`src/rtl/dmem_sp_bridge.sv`:
```
// Single-port SRAM responder for the core's dual-port data-memory interface.
// Arbitrates the two ports and splits 48-bit accesses into lo/hi 24-bit SRAM cycles.
module dmem_sp_bridge #(
  parameter int ADDR_W = 12,
  parameter bit RR_EN  = 1'b1
) (
  input  logic              iw_clk,
  input  logic              iw_rst,
  input  logic              iw_req0,
  input  logic              iw_we0,
  input  logic              iw_is48_0,
  input  logic [47:0]       iw_addr0,
  input  logic [47:0]       iw_wdata0,
  input  logic              iw_req1,
  input  logic              iw_we1,
  input  logic              iw_is48_1,
  input  logic [47:0]       iw_addr1,
  input  logic [47:0]       iw_wdata1,
  output logic              or_ack0,
  output logic [47:0]       or_rdata0,
  output logic              or_ack1,
  output logic [47:0]       or_rdata1,
  output logic              ow_busy,
  output logic              ow_sram_en,
  output logic              ow_sram_we,
  output logic [ADDR_W-1:0] ow_sram_addr,
  output logic [23:0]       ow_sram_wdata,
  input  logic [23:0]       iw_sram_rdata
);

  typedef enum logic [1:0] {IDLE, LO, HI, FIN} state_t;

  state_t              state, state_nxt;
  logic                cur_port, cur_we, cur_is48;
  logic [ADDR_W-1:0]   cur_addr;
  logic [47:0]         cur_wdata;
  logic [23:0]         lo_word;
  logic                last_grant;
  logic [1:0]          eligible;
  logic                grant_port;
  logic [47:0]         result;

  // Core addresses are wider than the SRAM; the upper bits are intentionally dropped.
  logic unused_addr_hi;
  assign unused_addr_hi = ^{iw_addr0[47:ADDR_W], iw_addr1[47:ADDR_W]};

  // A port is masked in its own ack cycle, so a held req is not served twice.
  assign eligible = {iw_req1 & ~or_ack1, iw_req0 & ~or_ack0};
  assign ow_busy  = (state != IDLE);
  assign result   = cur_is48 ? {iw_sram_rdata, lo_word} : {24'h0, iw_sram_rdata};

  always_comb begin
    // NOTE: defaults first so no path through the block leaves a variable unassigned (no latch).
    grant_port = 1'b0;
    if (eligible == 2'b10)      grant_port = 1'b1;
    else if (eligible == 2'b11) grant_port = RR_EN ? ~last_grant : 1'b0;
  end

  always_comb begin
    state_nxt = state;
    unique case (state)
      IDLE: if (|eligible) state_nxt = LO;
      LO:   state_nxt = cur_is48 ? HI : FIN;
      HI:   state_nxt = FIN;
      FIN:  state_nxt = IDLE;
    endcase
  end

  always_comb begin
    ow_sram_en    = 1'b0;
    ow_sram_we    = 1'b0;
    ow_sram_addr  = cur_addr;
    ow_sram_wdata = cur_wdata[23:0];
    unique case (state)
      LO: begin
        ow_sram_en = 1'b1;
        ow_sram_we = cur_we;
      end
      HI: begin
        ow_sram_en    = 1'b1;
        ow_sram_we    = cur_we;
        ow_sram_addr  = cur_addr + 1'b1;
        ow_sram_wdata = cur_wdata[47:24];
      end
      default: ;
    endcase
    // Reset aborts at once: the in-flight SRAM cycle must not land.
    if (iw_rst) begin
      ow_sram_en = 1'b0;
      ow_sram_we = 1'b0;
    end
  end

  // NOTE: non-blocking assignments for all state so every register samples pre-edge values.
  always_ff @(posedge iw_clk) begin
    if (iw_rst) begin
      state      <= IDLE;
      or_ack0    <= 1'b0;
      or_ack1    <= 1'b0;
      or_rdata0  <= '0;
      or_rdata1  <= '0;
      last_grant <= 1'b1;
      cur_port   <= 1'b0;
      cur_we     <= 1'b0;
      cur_is48   <= 1'b0;
      cur_addr   <= '0;
      cur_wdata  <= '0;
      lo_word    <= '0;
    end else begin
      state   <= state_nxt;
      or_ack0 <= 1'b0;
      or_ack1 <= 1'b0;
      unique case (state)
        IDLE: if (|eligible) begin
          cur_port   <= grant_port;
          last_grant <= grant_port;
          cur_we     <= grant_port ? iw_we1 : iw_we0;
          cur_is48   <= grant_port ? iw_is48_1 : iw_is48_0;
          cur_addr   <= grant_port ? iw_addr1[ADDR_W-1:0] : iw_addr0[ADDR_W-1:0];
          cur_wdata  <= grant_port ? iw_wdata1 : iw_wdata0;
        end
        LO: ;
        // Read data of the LO cycle arrives here.
        HI: if (!cur_we) lo_word <= iw_sram_rdata;
        FIN: begin
          if (cur_port) begin
            or_ack1 <= 1'b1;
            if (!cur_we) or_rdata1 <= result;
          end else begin
            or_ack0 <= 1'b1;
            if (!cur_we) or_rdata0 <= result;
          end
        end
      endcase
    end
  end

endmodule

```
`config.mk`:
```
export PLATFORM = sky130hd
export DESIGN_NAME = dmem_sp_bridge
export DESIGN_NICKNAME = d
export VERILOG_FILES = /design/src/rtl/dmem_sp_bridge.sv
export SDC_FILE = /design/constraint.sdc
export NUM_CORES = 1
export LEC_CHECK = 0
export BUFFER_PORTS_ARGS = -buffer_cell sky130_fd_sc_hd__buf_4
export CORE_AREA = 2 2 142 144
export CTS_CLUSTER_DIAMETER = 150
export DETAILED_ROUTE_END_ITERATION = 16
export DIE_AREA = 0 0 144 146
export PLACE_DENSITY_LB_ADDON = 0.3
export REMOVE_ABC_BUFFERS = 1
export SLEW_MARGIN = 5
export SYNTH_ARGS = -nofsm -noshare
export SYNTH_HDL_FRONTEND = slang
export SYNTH_SLANG_ARGS = --single-unit
```
`constraint.sdc`:
```
create_clock -name iw_clk -period 2.3 [get_ports iw_clk]
set_clock_uncertainty 0.15 [all_clocks]
set_input_delay 0 -clock iw_clk [delete_from_list [all_inputs] [get_ports iw_clk]]
set_output_delay 0 -clock iw_clk [all_outputs]
set_load 0.02 [all_outputs]
```
==> run_results.csv <==
group,metric,value,unit
timing,setup_viol,3,
die,ios,361,
timing,rsz0062_at_grt,"yes",
global_route,grt_pass1_vias,8821,
die,die-width,144,um
synth,yosysMostFrequentCell,"dfxtp_1",
global_route,grt_start_max_net_pins,63,
final_layout,nets,1575,
setup_path,critPathLaunchType,"register",
drt,wl_per_cell,18.4,um
setup_path,slowest_stage,"nor2_1",
synth,synth_area,8460,um2
synth,synth_largest_area_cell,"dfxtp_1",
run_status,violations,"setup timing",
synth,ys_top_cells_by_count,"188 x dfxtp_1, 164 x nand2_1, 114 x nor2_1",
final_layout,nFillCells,1418,
setup_path,cp.required,2.15,ns
synth,netlist_instances,947,
placed_design,place_congestion,0.803,
setup_path,cp.arrival,2.27,ns
timing,fmax,413,MHz
final_layout,fin_area,13000,um2
drt,ant_nets,0,
drt,viasPerCell,5.38,
clock_tree,cts-htree-levels,4,
timing,worstMarginPinSlew,0.747,ns
pwr,power.leakage,5.26,nW
die,core_region_area,19300,um2
die,die_h,146,um
synth,synth_area_leaders,"dfxtp_1 45%, a211oi_2 8.7%, nand2_1 7.3%",
timing,slew_headroom,50.2,%
drt,drt_iter0_drc,410,
placed_design,port_buffers,288,
drt,vias,8745,
clock_tree,insertion_delay,0.43,ns
clock_tree,tritoncts,"yes",
setup_path,crit_fanout,13,
drt,dr.pass1.iters,5,
synth,ys_async_sr_fraction,0,%
timing,drv_slew,0,
final_layout,area_growth,54.0,%
timing,post-route-period-util,105,%
global_route,grt_util_all_layers,27.0,%
die,rows,51,
synth,synth_top_flop_cell,"dfxtp_1",
timing,hold_slack,0.0751,ns
timing,fin_crit,2.42,ns
worst_hold_path,min_path_type,"input pin to register",
flow_run,max_cap_viol_count,0,
setup_path,crit_chain,"inv_2, ha_4, buf_12, nand4_1, nor2_1, xor2_1, buf_4",
global_route,antenna_found_initial,0,
timing,setup_slack,-0.122,ns
synth,synth_top_area_share,44.5,%
synth,synth_seq_cells,188,
final_layout,final_core_util,67.4,%
synth,syn_avg_cell_area,8.93,um2
run_status,outcome,"complete, but fails checks",
drt,drc,0,
setup_path,crit_type,"register to output port",
final_layout,diodes,0,
global_route,overflow,0,
setup_path,critPathBufInv,3,
drt,drt-total-wl,30000,um
synth,synth_seq_area_share,44.5,%
timing,hold_viol,0,
pwr,ir_worst_vdd,575,uV
synth,synth_enable_flop_cells,0,
global_route,grt_pass1_wl,45500,um
die,dieArea,21000,um2
setup_path,critPathTopFamily,"simple AND/OR/NAND/NOR gates",
setup_path,critPathCaptureType,"output port",
synth,yosys_warnings,0,
die,initial_utilization,43.7,%
clock_tree,numClockSinks,188,
final_layout,drive_above_1_share,36.6,%
clock_tree,numCtsBuffers,17,
clock_tree,clk_pin_slew,0.06,ns
pwr,p_per_area,1050,nW/um2
setup_path,cpPeakStageDelay,0.38,ns
clock_tree,cts_max_path_buffers,2,
placed_design,placed_area,10800,um2
clock_tree,cts_root_buf,"clkbuf_16",
synth,synth_cell_types,39,
placed_design,hpwl,17100,um
-- final timing paths --
| kind | from | to | depth (start not counted) | slack (ns) |
|---|---|---|---|---|
| max | state[0] | ow_sram_addr[6] | 7 | -0.12 |
| min | iw_req1 | last_grant | 6 | 0.08 |
| max reg2reg | state[0] | cur_addr[2] | 8 | 0.17 |
| min reg2reg | lo_word[22] | lo_word[22] | 2 | 0.31 |
-- report_power, final --
part / switching, W / internal, W / total [W]
logic: 0.00340 / 0.00259 / 0.00599
clock network: 0.00145 / 0.00167 / 0.00312
registers: 0.000619 / 0.00391 / 0.00453
-- layer usage --
layer / GRT usage, % / wire, um
met3: 10.3 / 3210
met1: 30.7 / 11700
met4: 11.0 / 1040
met2: 45.2 / 14000
met5: 0 / 0
-- layout make-up --
type                    count  area, um2  area share (%)
multi-input cells         670       4260            32.7
clock buffers              17        425            3.27
clock inverters            15        198            1.52
inverters                   4       15.0           0.115
flip-flops and latches    188       3770            28.9
repair buffers            465       4030            30.9
well taps                 265        332            2.55
-- layout by cell type (no fill, tap or decap), types with 47 or more instances in the layout --
cell / instances
buf_4: 300
dfxtp_1: 186
nand2_1: 164
dlygate4sd3_1: 151
nor2_1: 113
a21oi_1: 89
a211oi_2: 59
nand3_1: 53
a211oi_1: 51
a21oi_2: 47
-- stage by stage --
stage                     setup WS, ns  total power (W)  std cells  setup TNS, ns
after detailed placement         0.340          0.00997       1439              0
after global placement           0.367          0.00987       1439              0
after CTS                       0.0101           0.0134       1622              0
final                           -0.122           0.0136       1624         -0.225
after floorplan                  -2.91          0.00796        862        -198.78
after global routing            -0.189           0.0143       1624         -0.422
-- cells by family (layout without fill, tap and decap cells) --
kind of cell	Yosys count	count (layout)	share of synthesized area [%]
and+or+nand+nor	352	352	17.4
AOI/OAI and AO/OA	252	252	24.0
DFF	188	188	44.5
buffers and inverters	89	501	5.92
muxes	50	50	6.29
xor gates and xnor gates	11	11	1.14
adders and majority gates	5	5	0.740
-- state kept, by name (all words and copies together) (netlist names), 2 cells and up --
name / cells
cur_wdata: 48
or_rdata0: 48
or_rdata1: 48
lo_word: 24
cur_addr: 12
state: 2
-- timing repair --
action	CTS	global route
setup endpoints to repair	19	15
hold endpoints to repair	184	0
pin swaps	0	2
buffers inserted	0	2
gates resized for setup	3	11
hold buffers	151	0
-- worst min-delay path: stages --
cell      delay (ns)
buf_4           0.12
nand2b_4        0.11
a21oi_4         0.05
buf_4           0.17
nand2_1         0.10
nand2_1         0.05
No activity file was read; power rests on OpenSTA's default activity.
